<file path="src/rtl/sprite_compositor.sv">
// Two-stage pixel compositor: square sprites drawn over a bordered playfield, with
// frame-double-buffered sprite attributes and per-frame overlap reporting against slot 0.
module sprite_compositor #(
    parameter int NUM_SPRITES = 4,
    parameter int X_W = 11,
    parameter int Y_W = 10,
    parameter int SIZE_W = 8,
    parameter int SCREEN_W = 1440,
    parameter int SCREEN_H = 900,
    parameter int BORDER = 11,
    parameter logic [11:0] BORDER_RGB = 12'h0F0,
    parameter logic [11:0] BG_RGB = 12'h00B,
    localparam int IDX_W = (NUM_SPRITES > 1) ? $clog2(NUM_SPRITES) : 1
) (
    input  logic                   clk,
    input  logic                   rst,
    input  logic                   frame_start,
    input  logic                   wr_en,
    input  logic [IDX_W-1:0]       wr_idx,
    input  logic [X_W-1:0]         wr_x,
    input  logic [Y_W-1:0]         wr_y,
    input  logic [SIZE_W-1:0]      wr_size,
    input  logic [11:0]            wr_rgb,
    input  logic                   wr_visible,
    input  logic                   pix_valid,
    input  logic [X_W-1:0]         draw_x,
    input  logic [Y_W-1:0]         draw_y,
    output logic                   out_valid,
    output logic [3:0]             r,
    output logic [3:0]             g,
    output logic [3:0]             b,
    output logic [NUM_SPRITES-1:0] hit_mask,
    output logic [NUM_SPRITES-1:0] collide_mask
);

    localparam int XS = X_W + 2;
    localparam int YS = Y_W + 2;
    localparam logic [X_W-1:0] X_LO = X_W'(BORDER);
    localparam logic [X_W-1:0] X_HI = X_W'(SCREEN_W - 1 - BORDER);
    localparam logic [Y_W-1:0] Y_LO = Y_W'(BORDER);
    localparam logic [Y_W-1:0] Y_HI = Y_W'(SCREEN_H - 1 - BORDER);

    typedef struct packed {
        logic              vis;
        logic [11:0]       rgb;
        logic [SIZE_W-1:0] size;
        logic [Y_W-1:0]    y;
        logic [X_W-1:0]    x;
    } slot_t;

    slot_t sh_q  [NUM_SPRITES];
    slot_t act_q [NUM_SPRITES];

    logic                   wr_ok;
    logic [NUM_SPRITES-1:0] hit_d;
    logic [11:0]            spr_rgb_d;
    logic                   border_d;
    logic [11:0]            col_d;
    logic [NUM_SPRITES-1:0] pair_d;
    logic [NUM_SPRITES-1:0] acc_d;

    logic                   vld_p1_q;
    logic [NUM_SPRITES-1:0] hit_p1_q;
    logic [11:0]            spr_rgb_p1_q;
    logic                   border_p1_q;
    logic                   vld_p2_q;
    logic [NUM_SPRITES-1:0] hit_p2_q;
    logic [11:0]            rgb_p2_q;
    logic [NUM_SPRITES-1:0] acc_q;
    logic [NUM_SPRITES-1:0] collide_q;

    // Guard bits keep centre +/- half-size from wrapping near either screen edge.
    function automatic logic slot_hit(input slot_t s, input logic [X_W-1:0] px,
                                      input logic [Y_W-1:0] py);
        logic signed [XS-1:0] cx, hx, dx;
        logic signed [YS-1:0] cy, hy, dy;
        cx = signed'(XS'(s.x));
        hx = signed'(XS'(s.size >> 1));
        dx = signed'(XS'(px));
        cy = signed'(YS'(s.y));
        hy = signed'(YS'(s.size >> 1));
        dy = signed'(YS'(py));
        return s.vis && (cx - hx < dx) && (dx < cx + hx) && (cy - hy < dy) && (dy < cy + hy);
    endfunction

    assign wr_ok = ({1'b0, wr_idx} < (IDX_W + 1)'(NUM_SPRITES));

    always_ff @(posedge clk) begin
        if (rst) begin
            for (int i = 0; i < NUM_SPRITES; i++) begin
                sh_q[i]  <= '0;
                act_q[i] <= '0;
            end
        end else begin
            if (frame_start) begin
                for (int i = 0; i < NUM_SPRITES; i++) begin
                    act_q[i] <= sh_q[i];
                end
            end
            if (wr_en && wr_ok) begin
                sh_q[wr_idx] <= '{vis: wr_visible, rgb: wr_rgb, size: wr_size, y: wr_y, x: wr_x};
            end
        end
    end

    // Stage 1: hit test; the winning colour is captured here so a promotion cannot change it.
    always_comb begin
        hit_d     = '0;
        spr_rgb_d = '0;
        for (int i = NUM_SPRITES - 1; i >= 0; i--) begin
            if (pix_valid && slot_hit(act_q[i], draw_x, draw_y)) begin
                hit_d[i]  = 1'b1;
                spr_rgb_d = act_q[i].rgb;
            end
        end
        border_d = (draw_x < X_LO) || (draw_x > X_HI) || (draw_y < Y_LO) || (draw_y > Y_HI);
    end

    always_ff @(posedge clk) begin
        if (rst) begin
            vld_p1_q     <= 1'b0;
            hit_p1_q     <= '0;
            spr_rgb_p1_q <= '0;
            border_p1_q  <= 1'b0;
        end else begin
            vld_p1_q     <= pix_valid;
            hit_p1_q     <= hit_d;
            spr_rgb_p1_q <= spr_rgb_d;
            border_p1_q  <= border_d;
        end
    end

    // Stage 2: colour select with blanking.
    always_comb begin
        col_d = border_p1_q ? BORDER_RGB : BG_RGB;
        if (|hit_p1_q) begin
            col_d = spr_rgb_p1_q;
        end
        if (!vld_p1_q) begin
            col_d = '0;
        end
    end

    always_ff @(posedge clk) begin
        if (rst) begin
            vld_p2_q <= 1'b0;
            hit_p2_q <= '0;
            rgb_p2_q <= '0;
        end else begin
            vld_p2_q <= vld_p1_q;
            hit_p2_q <= vld_p1_q ? hit_p1_q : '0;
            rgb_p2_q <= col_d;
        end
    end

    // Overlap with the player is accumulated from the pixel currently on the outputs.
    always_comb begin
        pair_d = '0;
        if (vld_p2_q && hit_p2_q[0]) begin
            pair_d = hit_p2_q;
        end
        pair_d[0] = 1'b0;
        acc_d = acc_q | pair_d;
    end

    always_ff @(posedge clk) begin
        if (rst) begin
            acc_q     <= '0;
            collide_q <= '0;
        end else if (frame_start) begin
            acc_q     <= '0;
            collide_q <= acc_d;
        end else begin
            acc_q     <= acc_d;
        end
    end

    assign out_valid    = vld_p2_q;
    assign r            = rgb_p2_q[11:8];
    assign g            = rgb_p2_q[7:4];
    assign b            = rgb_p2_q[3:0];
    assign hit_mask     = hit_p2_q;
    assign collide_mask = collide_q;

endmodule
</file>
<file path="config.mk">
export PLATFORM = sky130hd
export DESIGN_NAME = sprite_compositor
export DESIGN_NICKNAME = d
export VERILOG_FILES = /design/src/rtl/sprite_compositor.sv
export SDC_FILE = /design/constraint.sdc
export NUM_CORES = 1
export LEC_CHECK = 0
export ABC_AREA = 0
export CORE_MARGIN = 1.5
export CORE_UTILIZATION = 45
export DETAILED_ROUTE_END_ITERATION = 12
export SLEW_MARGIN = 0
export SYNTH_ARGS = -nofsm -noshare
export SYNTH_HDL_FRONTEND = slang
export SYNTH_SLANG_ARGS = --single-unit
</file>
<file path="constraint.sdc">
create_clock -name clk -period 3.8 [get_ports clk]
set_input_delay 0.38 -clock clk [delete_from_list [all_inputs] [get_ports clk]]
set_output_delay 0.38 -clock clk [all_outputs]
set_load 0.02 [all_outputs]
</file>
### Word-level counts from Yosys, hierarchy flattened

Memories as Yosys holds them, arrays and structs flattened.
Index checks and enable logic that the tools add are counted.

* memories kept: 2
* input bits: 70
* logic and storage cells: 107
* register bits: 43
* output and inout bits: 21
* bits in writable memories: 336

* add/sub/neg operators: 16
* mux-type cells: 26
* bitwise operators: 6
* order comparisons: 20
* reductions and logical operators: 28

Memory list
* act_q: depth 4, bits a word 42, rd ports 4, clocked after Yosys merged registers in 0, write ports 4, line 52 `slot_t act_q [NUM_SPRITES];`
* sh_q: depth 4, bits a word 42, rd ports 4, clocked after Yosys merged registers in 0, write ports 4, line 51 `slot_t sh_q [NUM_SPRITES];`

Operators by type and width (count)
* $mux 42: 5
* $mux 12: 5
* $add 11x7->12: 4
* $lt 11x12->1: 4
* $lt 12x12->1: 4
* $sub 11x7->12: 4
* $add 10x7->11: 4
* $lt 10x11->1: 4
* $lt 11x11->1: 4
* $sub 10x7->11: 4
* $reduce_or 42->1: 1
* $logic_and 1x1->1: 21
* $mux 1: 13
* $gt 11x11->1 const B: 1
* $lt 11x4->1 const B: 1
* $gt 10x10->1 const B: 1
* $lt 10x4->1 const B: 1
* $mux 8: 1
* $mux 4: 1
* $or 1x1->1: 4
* $or 4x4->4: 1
* $reduce_or 2->1: 2
* $reduce_or 4->1: 1
* $logic_or 1x1->1: 3
* other kinds (2): 2

### Depth between registers and ports, before layout

An unclocked memory read counts as a cell.

* depth after elaboration: 12
* mapped depth: 21
* gate-level depth less buffers: 20

### Worst setup path after synthesis

No wires, ideal clock.

* path type: flip-flop to flip-flop
* from: memory act_q[1][0] (netlist name)
* to: register spr_rgb_p1_q[10]
* data arrival time: 3.742 ns
* setup slack: -0.060 ns
* data required time: 3.683 ns
* clock period less this slack: 3.860 ns
* cell stages (with the launch flop): 21
* library setup time: 0.117 ns
* path buffers: 1
* path through: edfxtp_1 -> inv_1 -> ha_1 -> inv_1 -> fa_1 -> a21o_1 -> a21oi_1 -> nor2b_1 -> o21a_1 -> o21ai_0 -> nand2_1 -> xnor2_1 -> ha_1 -> o21ai_0 -> nand2b_1 -> a21oi_1 -> a31oi_1 -> a222oi_1 -> buf_6 -> nand3b_1 -> a32o_1

RTL lines
* from (decl): line 52
* to (signal assigned): line 128 `spr_rgb_p1_q <= spr_rgb_d;`
* to (decl): line 64 `logic [11:0] spr_rgb_p1_q;`

==> tab_implementation.tex <==
\begin{tabular}{lr}
\hline
Metric & Value \\
\hline
\multicolumn{2}{l}{\textbf{Floorplan}} \\
DIE AREA & 51600 um2 \\
Area of the core & 49300 um2 \\
Total number of placement rows & 81 \\
Horiz. Die Dim & 227 um \\
IO Pins & 91 \\
Initial Utilization & 45.9\% \\
Height of the die & 227 um \\
\multicolumn{2}{l}{\textbf{Critical path}} \\
Logic depth of the worst register-to-register path & 21 \\
Critical Path End Type & flip-flop \\
Startpoint type of the worst setup path & flip-flop \\
Arr. time, crit path & 4.55 ns \\
Critical path data required time & 4.26 ns \\
Critical path fanouts, max & 10 \\
Worst Path Class, Setup & reg2reg \\
\multicolumn{2}{l}{\textbf{Place}} \\
Total of buffers placed on input and output ports & 88 \\
Routability Congestion & 0.951 \\
Dpl hpwl & 49100 um \\
Cell count after placement & 2975 \\
\multicolumn{2}{l}{\textbf{Yosys}} \\
Ys flop type & sky130\_fd\_sc\_hd\_\_edfxtp\_1 \\
Count of cell types in the netlist & 67 \\
Count of flip-flops with a built-in enable after synthesis & 328 \\
Number of storage elements in the synthesis netlist & 369 \\
Sequential area share after synthesis & 47.2\% \\
Post-Syn Nets & 2412 \\
Netlist Area Pre-Place & 22600 um2 \\
Average cell area after synthesis & 11.0 um2 \\
Warnings, synthesis & 0 \\
Cells after Synth & 2062 \\
Share of flip-flops with an asynchronous set or reset & 0\% \\
\multicolumn{2}{l}{\textbf{Finish}} \\
Count of inserted antenna diode cells & 0 \\
\# nets final & 2742 \\
Area growth from synthesis to final layout & 24.8\% \\
Count of placed standard cells in the final layout, fillers left out & 3088 \\
Commonest cells after routing, fill and taps aside & sky130\_fd\_sc\_hd\_\_and2\_1, sky130\_fd\_sc\_hd\_\_edfxtp\_1, sky130\_fd\_sc\_hd\_\_buf\_4, sky130\_fd\_sc\_hd\_\_ha\_1, sky130\_fd\_sc\_hd\_\_nor2\_1 \\
Most common cell after layout, fill and taps aside & sky130\_fd\_sc\_hd\_\_and2\_1 \\
Fraction of final layout cells sized beyond drive strength 1 & 18.3\% \\
\multicolumn{2}{l}{\textbf{GRT}} \\
Number of antenna violations at the first check in global routing & 2 \\
Number of global-route vias before repair & 16.2k \\
Global-route congestion overflow total & 0 \\
Global-route wire length before repair & 96600 um \\
Largest net degree at the start of global routing & 108 \\
Overall Global Routing Usage & 25.6\% \\
\multicolumn{2}{l}{\textbf{Pwr}} \\
Worst supply voltage drop on vdd & 0.000374 V \\
Pwr Density & 430 nW/um2 \\
Reported leakage power & 11.7 nW \\
Final total power & 12.1 mW \\
\multicolumn{2}{l}{\textbf{Clocking}} \\
Number of buffers on the longest clock path & 3 \\
TritonCTS Sinks & 369 \\
TritonCTS clock tree & done \\
Hold\_buf cts & 0 \\
CTS clock-pin slew for the worst setup and hold paths & 0.06 ns \\
Clock tree root buffer cell & sky130\_fd\_sc\_hd\_\_clkbuf\_16 \\
H-tree depth reported by CTS & 2 \\
Clock buffers created by TritonCTS & 41 \\
Worst-skew pair later-pin latency & 0.58 ns \\
\multicolumn{2}{l}{\textbf{Timing}} \\
Post-route worst setup slack & -0.289 ns \\
Clock skew & 0.0301 ns \\
Share of the clock period used by the worst path after layout & 108\% \\
Setup violations, final & 13 \\
Worst Hold Slack & 0.451 ns \\
Fmax achieved & 0.245 GHz \\
Transition at the pin with the smallest max-transition slack & 0.619 ns \\
Minimum clock period & 4.09 ns \\
Max\_slew headroom & 58.5\% \\
Unrepaired setup endpoints after global routing & yes \\
Fin. Hold Viols & 0 \\
Slew Limit Fails & 0 \\
\multicolumn{2}{l}{\textbf{Outcome}} \\
Outcome & finished, violations left \\
Violated checks & negative setup slack \\
\multicolumn{2}{l}{\textbf{Routing}} \\
Drt first-iter violations & 1144 \\
Total length of routed wires & 65600 um \\
Number of design rule violations left after detail routing & 0 \\
Vias/cell & 5.36 \\
Via count & 16.6k \\
Average wire length per cell after detail routing & 21.2 um \\
First-pass detailed-route iteration total & 6 \\
Number of routed nets with antenna violations & 0 \\
\multicolumn{2}{l}{\textbf{Flow run}} \\
Number of violations of the max-capacitance limit & 0 \\
\multicolumn{2}{l}{\textbf{Hold path}} \\
Path type of the worst min-delay path & reg2reg \\
Cell count of the worst hold path & 2 \\
\hline
\end{tabular}
## registers in the layout (all words and copies together) (netlist names), 3 cells and up
signal	cells
hit_mask	4
sh_q	164
rgb_p2_q	12
act_q	164
hit_p1_q	4
spr_rgb_p1_q	12
acc_q	3
collide_mask	3
## per-stage QoR
stage	worst slack (ns)	instance area, um2	util (%)	setup TNS, ns
floorplan	0.00875	22600	-	0
global route	-0.426	28200	57.2	-5.18
global placement	-0.487	25900	52.6	-5.47
detailed placement	-0.692	25900	52.6	-7.61
finish	-0.289	28200	57.2	-2.77
CTS	-0.230	27800	56.5	-2.45
## worst max-delay path, stage by stage, from the launching register on
cell and delay [ns]:
sky130_fd_sc_hd__edfxtp_1 0.36, sky130_fd_sc_hd__inv_2 0.08, sky130_fd_sc_hd__buf_4 0.14, sky130_fd_sc_hd__buf_4 0.12, sky130_fd_sc_hd__fa_2 0.36, sky130_fd_sc_hd__a21o_1 0.17
sky130_fd_sc_hd__a21oi_2 0.16, sky130_fd_sc_hd__o21bai_1 0.09, sky130_fd_sc_hd__a21oi_2 0.14, sky130_fd_sc_hd__o21ai_1 0.11, sky130_fd_sc_hd__nand2b_4 0.16, sky130_fd_sc_hd__xnor2_1 0.13
sky130_fd_sc_hd__ha_1 0.31, sky130_fd_sc_hd__o211ai_1 0.14, sky130_fd_sc_hd__a2111oi_2 0.25, sky130_fd_sc_hd__o32a_2 0.38, sky130_fd_sc_hd__a221oi_4 0.07, sky130_fd_sc_hd__buf_12 0.17
sky130_fd_sc_hd__buf_4 0.14, sky130_fd_sc_hd__nand3_1 0.09, sky130_fd_sc_hd__o211ai_1 0.13, sky130_fd_sc_hd__a32o_1 0.28
## cell families after synthesis
| kind of cell | Yosys count | share of synthesized area (%) |
|---|---|---|
| AO/OA/AOI/OAI | 389 | 11.5 |
| XOR/XNOR | 120 | 4.65 |
| adder cells (fa/ha/maj) | 280 | 16.0 |
| buffers and inverters | 200 | 3.43 |
| flip-flops | 369 | 47.2 |
| other | 1 | 0.0166 |
| AND/OR/NAND/NOR | 703 | 17.1 |
## layout make-up
type	count	area (um2)
timing repair buffer	366	3200
tap	664	831
clock buffer	53	1170
sequential	369	10700
clock inverter	22	225
multi-input combinational	1495	11600
fill	4228	21100
inverter	119	447
## per-layer routing
layer | up-vias | GRT usage [%] | share of wire (%)
met4 | 2 | 11.0 | 3.9
li1 | 8002 | - | -
met2 | 434 | 40.5 | 46
met3 | 134 | 4.45 | 5.8
met1 | 7989 | 34.5 | 45
met5 | - | 1.04 | 0.11
## cell usage after synthesis, types with 5 or more instances
cell type / instances / area [um2]
sky130_fd_sc_hd__a2111oi_0: 7 / 61.3
sky130_fd_sc_hd__a211o_1: 12 / 105
sky130_fd_sc_hd__a211oi_1: 13 / 97.6
sky130_fd_sc_hd__a21boi_0: 12 / 90.1
sky130_fd_sc_hd__a21o_1: 21 / 158
sky130_fd_sc_hd__a21oi_1: 107 / 536
sky130_fd_sc_hd__a221o_1: 5 / 50.1
sky130_fd_sc_hd__a31oi_1: 11 / 68.8
sky130_fd_sc_hd__a32o_1: 9 / 90.1
sky130_fd_sc_hd__and2_1: 335 / 2100
sky130_fd_sc_hd__and3_1: 18 / 113
sky130_fd_sc_hd__buf_2: 5 / 25.0
sky130_fd_sc_hd__clkbuf_1: 71 / 267
sky130_fd_sc_hd__dfxtp_1: 41 / 821
sky130_fd_sc_hd__edfxtp_1: 328 / 9850
sky130_fd_sc_hd__fa_1: 16 / 320
sky130_fd_sc_hd__ha_1: 264 / 3300
sky130_fd_sc_hd__inv_1: 119 / 447
sky130_fd_sc_hd__nand2_1: 84 / 315
sky130_fd_sc_hd__nand2b_1: 24 / 150
sky130_fd_sc_hd__nand3_1: 24 / 120
sky130_fd_sc_hd__nand3b_1: 14 / 105
sky130_fd_sc_hd__nand4_1: 16 / 100
sky130_fd_sc_hd__nor2_1: 117 / 439
sky130_fd_sc_hd__nor2b_1: 23 / 144
sky130_fd_sc_hd__nor3_1: 21 / 105
sky130_fd_sc_hd__nor4_1: 7 / 43.8
sky130_fd_sc_hd__o2111ai_1: 15 / 131
sky130_fd_sc_hd__o211ai_1: 26 / 195
sky130_fd_sc_hd__o21a_1: 20 / 150
sky130_fd_sc_hd__o21ai_0: 75 / 375
sky130_fd_sc_hd__o21bai_1: 14 / 105
sky130_fd_sc_hd__or2_2: 5 / 31.3
sky130_fd_sc_hd__xnor2_1: 69 / 604
sky130_fd_sc_hd__xor2_1: 51 / 447
## power breakdown
part,total (mW),internal [mW],switching [mW]
Combinational,3.17,1.48,1.70
Sequential,4.88,4.72,0.165
Clock,4.06,2.40,1.66
Total,12.1,8.59,3.53
## worst paths after layout
path	startpoint	endpoint	slack [ns]
worst min-delay path	spr_rgb_p1_q[5]	rgb_p2_q[5]	0.45
worst min register to register	spr_rgb_p1_q[5]	rgb_p2_q[5]	0.45
worst max register to register	act_q[2][23]	spr_rgb_p1_q[0]	-0.29
worst max-delay path	act_q[2][23]	spr_rgb_p1_q[0]	-0.29
## repair_timing
action                     in CTS  in global routing
pin swaps                      36                 35
gates cloned                    3                  1
resized for setup              81                 66
setup endpoints to repair      16                 16
setup buffers                  27                  8
Note: power is estimated with default switching activity, not from simulation.
